==> src/rtl/mult_pkg.sv <==
// Shared types and sizing for the shift-and-add MULT/MULTU sequencer.
package mult_pkg;
  localparam int MULT_WIDTH = 32;
  localparam int MULT_CNT_W = $clog2(MULT_WIDTH);

  typedef enum logic [1:0] {
    IDLE,
    RUN,
    FIX
  } state_t;
endpackage

==> src/rtl/mult_sequencer_if.sv <==
// Request/result bundle between the EX stage and the multiplier sequencer.
interface mult_sequencer_if
  import mult_pkg::*;
#(
  parameter int WIDTH = MULT_WIDTH
);
  logic             start;
  logic             is_signed;
  logic [WIDTH-1:0] a;
  logic [WIDTH-1:0] b;
  logic             busy;
  logic             done;
  logic [WIDTH-1:0] hi;
  logic [WIDTH-1:0] lo;

  modport master (output start, is_signed, a, b, input busy, done, hi, lo);
  modport slave  (input start, is_signed, a, b, output busy, done, hi, lo);
endinterface

==> src/rtl/ripple_adder.sv <==
// Carry-in-free ripple-carry adder built from single-bit full adder cells.
module ripple_adder #(
  parameter int WIDTH = 32
) (
  input  logic [WIDTH-1:0] x,
  input  logic [WIDTH-1:0] y,
  output logic [WIDTH-1:0] sum,
  output logic             cout
);
  logic [WIDTH:0] carry;

  assign carry[0] = 1'b0;

  for (genvar i = 0; i < WIDTH; i++) begin : g_fa
    full_adder u_fa (
      .x    (x[i]),
      .y    (y[i]),
      .cin  (carry[i]),
      .sum  (sum[i]),
      .cout (carry[i+1])
    );
  end

  assign cout = carry[WIDTH];
endmodule

module full_adder (
  input  logic x,
  input  logic y,
  input  logic cin,
  output logic sum,
  output logic cout
);
  assign sum  = x ^ y ^ cin;
  assign cout = (x & y) | (cin & (x ^ y));
endmodule

==> src/rtl/mult_sequencer.sv <==
// Multi-cycle MULT/MULTU: magnitudes are multiplied by one shared adder over
// WIDTH cycles, then the sign is applied in a single FIX cycle.
module mult_sequencer
  import mult_pkg::*;
#(
  parameter int WIDTH = MULT_WIDTH
) (
  input  logic              clk,
  input  logic              rst_n,
  mult_sequencer_if.slave   bus
);
  localparam int CNT_W = $clog2(WIDTH);

  state_t             state, state_nxt;
  logic [WIDTH-1:0]   mcand, acc, mq, addend, sum, hi_q, lo_q;
  logic [CNT_W-1:0]   cnt;
  logic               neg, carry, done_q;
  logic [2*WIDTH-1:0] prod, prod_fix;

  // Two's-complement magnitude; 0x8000_0000 maps to itself as an unsigned 2^31.
  function automatic logic [WIDTH-1:0] magnitude(input logic [WIDTH-1:0] x,
                                                 input logic sgn);
    return (sgn && x[WIDTH-1]) ? (~x + {{(WIDTH-1){1'b0}}, 1'b1}) : x;
  endfunction

  always_ff @(posedge clk or negedge rst_n) begin
    if (!rst_n) state <= IDLE;
    else        state <= state_nxt;
  end

  always_comb begin
    state_nxt = state;
    case (state)
      IDLE:    if (bus.start) state_nxt = RUN;
      RUN:     if (cnt == '0) state_nxt = FIX;
      FIX:     state_nxt = IDLE;
      default: state_nxt = IDLE;
    endcase
  end

  assign addend   = mq[0] ? mcand : '0;
  assign prod     = {acc, mq};
  assign prod_fix = neg ? (~prod + {{(2*WIDTH-1){1'b0}}, 1'b1}) : prod;

  ripple_adder #(.WIDTH(WIDTH)) u_adder (
    .x    (acc),
    .y    (addend),
    .sum  (sum),
    .cout (carry)
  );

  always_ff @(posedge clk or negedge rst_n) begin
    if (!rst_n) begin
      mcand  <= '0;
      acc    <= '0;
      mq     <= '0;
      cnt    <= '0;
      neg    <= 1'b0;
      hi_q   <= '0;
      lo_q   <= '0;
      done_q <= 1'b0;
    end else begin
      done_q <= (state == FIX);
      case (state)
        IDLE: if (bus.start) begin
          mcand <= magnitude(bus.a, bus.is_signed);
          mq    <= magnitude(bus.b, bus.is_signed);
          acc   <= '0;
          neg   <= bus.is_signed & (bus.a[WIDTH-1] ^ bus.b[WIDTH-1]);
          cnt   <= CNT_W'(WIDTH - 1);
        end
        RUN: begin
          // The adder carry becomes the new MSB as {acc,mq} shifts right.
          acc <= {carry, sum[WIDTH-1:1]};
          mq  <= {sum[0], mq[WIDTH-1:1]};
          if (cnt != '0) cnt <= cnt - CNT_W'(1);
        end
        FIX: begin
          hi_q <= prod_fix[2*WIDTH-1:WIDTH];
          lo_q <= prod_fix[WIDTH-1:0];
        end
        default: ;
      endcase
    end
  end

  assign bus.busy = (state != IDLE);
  assign bus.done = done_q;
  assign bus.hi   = hi_q;
  assign bus.lo   = lo_q;
endmodule
==> src/flat_wrapper.sv <==
// flat-port wrapper written by rule: the top's interface ports become plain ports
module mult_sequencer_flat import mult_pkg::*;
#(
  parameter int WIDTH = MULT_WIDTH
)
  (clk, rst_n, bus_start, bus_is_signed, bus_a, bus_b, bus_busy, bus_done, bus_hi, bus_lo);
  mult_sequencer_if #(.WIDTH(WIDTH)) bus_i ();
  input  logic clk;
  input  logic rst_n;
  input wire logic [$bits(bus_i.start)-1:0] bus_start;
  input wire logic [$bits(bus_i.is_signed)-1:0] bus_is_signed;
  input wire logic [$bits(bus_i.a)-1:0] bus_a;
  input wire logic [$bits(bus_i.b)-1:0] bus_b;
  output wire logic [$bits(bus_i.busy)-1:0] bus_busy;
  output wire logic [$bits(bus_i.done)-1:0] bus_done;
  output wire logic [$bits(bus_i.hi)-1:0] bus_hi;
  output wire logic [$bits(bus_i.lo)-1:0] bus_lo;
  assign bus_i.start = bus_start;
  assign bus_i.is_signed = bus_is_signed;
  assign bus_i.a = bus_a;
  assign bus_i.b = bus_b;
  assign bus_busy = bus_i.busy;
  assign bus_done = bus_i.done;
  assign bus_hi = bus_i.hi;
  assign bus_lo = bus_i.lo;
  mult_sequencer #(.WIDTH(WIDTH)) u_core (.clk(clk), .rst_n(rst_n), .bus(bus_i));
endmodule
==> config.mk <==
export PLATFORM = sky130hd
export DESIGN_NAME = mult_sequencer_flat
export DESIGN_NICKNAME = d
export VERILOG_FILES = /design/src/rtl/mult_pkg.sv /design/src/rtl/mult_sequencer_if.sv /design/src/rtl/ripple_adder.sv /design/src/rtl/mult_sequencer.sv /design/src/flat_wrapper.sv
export SDC_FILE = /design/constraint.sdc
export NUM_CORES = 1
export LEC_CHECK = 0
export CAP_MARGIN = 20
export CORE_MARGIN = 3
export CORE_UTILIZATION = 55
export CTS_CLUSTER_DIAMETER = 100
export CTS_CLUSTER_SIZE = 30
export DETAILED_ROUTE_END_ITERATION = 6
export HOLD_SLACK_MARGIN = 0.05
export PLACE_DENSITY = 0.8
export SETUP_SLACK_MARGIN = 0.5
export SLEW_MARGIN = 20
export SYNTH_ARGS = -nofsm -noshare
export SYNTH_HDL_FRONTEND = slang
export SYNTH_SLANG_ARGS = --single-unit
==> constraint.sdc <==
create_clock -name clk -period 38.8 [get_ports clk]
set_clock_uncertainty 0.15 [all_clocks]
set_input_delay 3.88 -clock clk [delete_from_list [all_inputs] [get_ports clk]]
set_output_delay 3.88 -clock clk [all_outputs]
set_load 0.02 [all_outputs]
==> results.cfg <==
[drt]
via_per_inst = 5.952
drc = 0
first_iter_violations = 991
wire_per_inst_um = 18.03
finalWirelength_um = 25700
ant_nets = 0
dr_total_vias = 8481
firstDrtPassIters = 6

[yosys]
yosys.cell_count.top_type = o21ai_0
avgSynthCellArea_um2 = 9.067
ys_seq_area_share_pct = 42.67
synthCells = 1093
synth_edf_count = 0
async_flop_share_pct = 100.0
synth-seq-cells = 169
syn-cell-area_um2 = 9911
ys_types = 44
synth_commonest_cells = 171 x o21ai_0, 169 x dfrtp_1, 160 x nand2_1
yosys.area.top_type = dfrtp_1
syn-num-nets = 1198
synth.area.top_cells = dfrtp_1 43%, o21ai_0 8.6%, fa_1 6.3%, nand2_1 6.1%, xnor2_1 5.0%
synthFlopType = dfrtp_1
synth_warnings = 0
yosysTopAreaCellShare_pct = 42.67

[global_routing]
grt_max_degree = 130
grt_pass1_vias = 7972
grt_use_total_pct = 26.29
antenna_found_initial = 0
grt_first_pass_wirelength_um = 41790
overflow = 0

[timing]
period_minus_slack_ns = 13.39
period_share_pct = 34.50
setup_viol = 0
slew_headroom_pct = 36.67
rsz0062_at_grt = false
hold_violations = 0
slew_viol_final = 0
fmax_mhz = 74.71
worst_slew_pin_slew_ns = 0.9474
setup_tns_ns = 0

[worst_setup_path]
path_class = flop to flop
cpMostUsedCell = fa_1
arrival_ns = 13.53
crit_fanout = 34
critPathCaptureType = flop
critical_path_required_ns = 38.94
slowest_delay_ns = 0.46
startpoint_type = flop
critPathSlowestCell = fa_1

[clocking]
ctsHoldBuffers = 0
cts_root_buf = clkbuf_16
clock_sinks = 169
cts_buffers = 17
post-cts-setup-buffer-count = 0
clkTransAtPathRegs_ns = 0.06
worstSkewPairLatency_ns = 0.43
cts_tree = built
cts_buffer_depth = 2
cts_max_level = 4
cts_resized = 0

[floorplan]
core_area_um2 = 17480
die_w_um = 140.2
fp-row-count = 48
io_pins = 134
die_area_um2 = 19670
start_util_pct = 56.71
die_height_um = 140.2

[power_and_ir_drop]
power.density_nw_per_um2 = 66.00
leakagePower_nw = 4.728
ir_worst_vdd_v = 0.00004286

[placed_design]
io_buffers = 133
placed_area_um2 = 11350
hpwlAfterDp_um = 18210
gp_congestion = 0.8563

[layout]
multi_input_area_um2 = 5293
seq_area_um2 = 4233
antenna_cells = 0
nFillCells = 1354
drive_gt1_share_pct = 4.583
fin_area_um2 = 12030
syn2layout_area_growth_pct = 21.36
nets = 1292

[run]
cap_viol_max_count = 0

[hold_path]
worstHoldPathType = flop to flop

[outcome]
status = finished, final reports clean
-- critical path: cells and delay by family (launching register included) --
family / cells / cell delay [ns]
AO/OA/AOI/OAI: 1 / 0.08
flip-flops: 1 / 0.34
adder cells (fa/ha/maj): 31 / 12.14
AND/OR/NAND/NOR: 1 / 0.12
buffers and inverters: 3 / 0.41
-- layout by cell type (no fill, tap or decap), types with 16 or more instances in the layout --
cell	count
or3_1	18
clkdlybuf4s50_1	132
o31ai_1	29
dfrtp_1	168
clkbuf_16	17
xor2_1	50
nor2_1	41
fa_1	31
o41ai_1	19
xnor2_1	57
nand3_1	41
o21ai_0	171
nand2_1	159
nor4_1	16
inv_1	43
nor3_1	24
a21oi_1	37
-- registers in the layout (all words and copies together) (netlist names) --
name,count
u_core.bus.hi,32
u_core.state,2
u_core.cnt,5
u_core.acc,32
u_core.bus.lo,32
u_core.bus.done,1
u_core.neg,1
u_core.mcand,32
u_core.mq,32
-- path summary, 6_finish.rpt --
kind,slack (ns),from,to,cells past startpoint
max in group asynchronous,34.10,rst_n,u_core.mq[2]$_DFFE_PN0P_,2
worst min-delay path,0.33,u_core.bus.lo[23]$_DFFE_PN0P_,u_core.bus.lo[23]$_DFFE_PN0P_,2
worst max register to register,25.41,u_core.mq[0]$_DFFE_PN0P_,u_core.acc[30]$_DFFE_PN0P_,36
min in group asynchronous,3.25,rst_n,u_core.bus.hi[13]$_DFFE_PN0P_,1
worst max-delay path,25.41,u_core.mq[0]$_DFFE_PN0P_,u_core.acc[30]$_DFFE_PN0P_,36
worst min register to register,0.33,u_core.bus.lo[23]$_DFFE_PN0P_,u_core.bus.lo[23]$_DFFE_PN0P_,2
-- layout make-up --
type,instances,share of cell area [%]
multi-input cells,815,44.00
flip-flops and latches,169,35.19
repair buffers,141,11.68
clock buffers,21,3.828
well taps,225,2.341
clock inverters,11,1.612
inverters,43,1.342
-- report_power, final --
group	internal (mW)	switching, mW	leakage [nW]
Sequential	0.233	0.0736	2.01
Combinational	0.125	0.175	2.42
Clock	0.118	0.0702	0.306
-- per-layer routing --
metal,vias up,wire length (um),GRT usage (%)
met5,-,0,0
met4,0,450,6.884
met3,39,2353,4.780
met2,393,11230,37.83
met1,4032,11660,41.20
li1,4017,-,-
-- cells by family after synthesis --
| logic type | count (synthesis) | share of synthesized area (%) |
|---|---|---|
| fa+ha+maj | 37 | 7.019 |
| simple gates | 355 | 16.94 |
| buf+inv | 109 | 4.204 |
| compound gates | 304 | 18.50 |
| xor+xnor | 107 | 9.456 |
| flops | 169 | 42.67 |
| mux | 12 | 1.212 |
-- per-stage QoR --
stage	worst slack (ns)	std cells	hold slack, ns	util (%)	power [mW]
2_1_floorplan	25.84	1093	0.2924	-	0.4986
3_3_place_gp	25.65	1392	0.3090	64.91	0.5810
3_5_place_dp	25.57	1392	0.3199	64.93	0.5980
4_1_cts	25.47	1424	0.3338	68.68	0.7901
5_1_grt	24.95	1425	0.3612	68.82	0.8499
6_report	25.41	1425	0.3262	68.82	0.7938
Note: power is estimated with default switching activity, not from simulation.
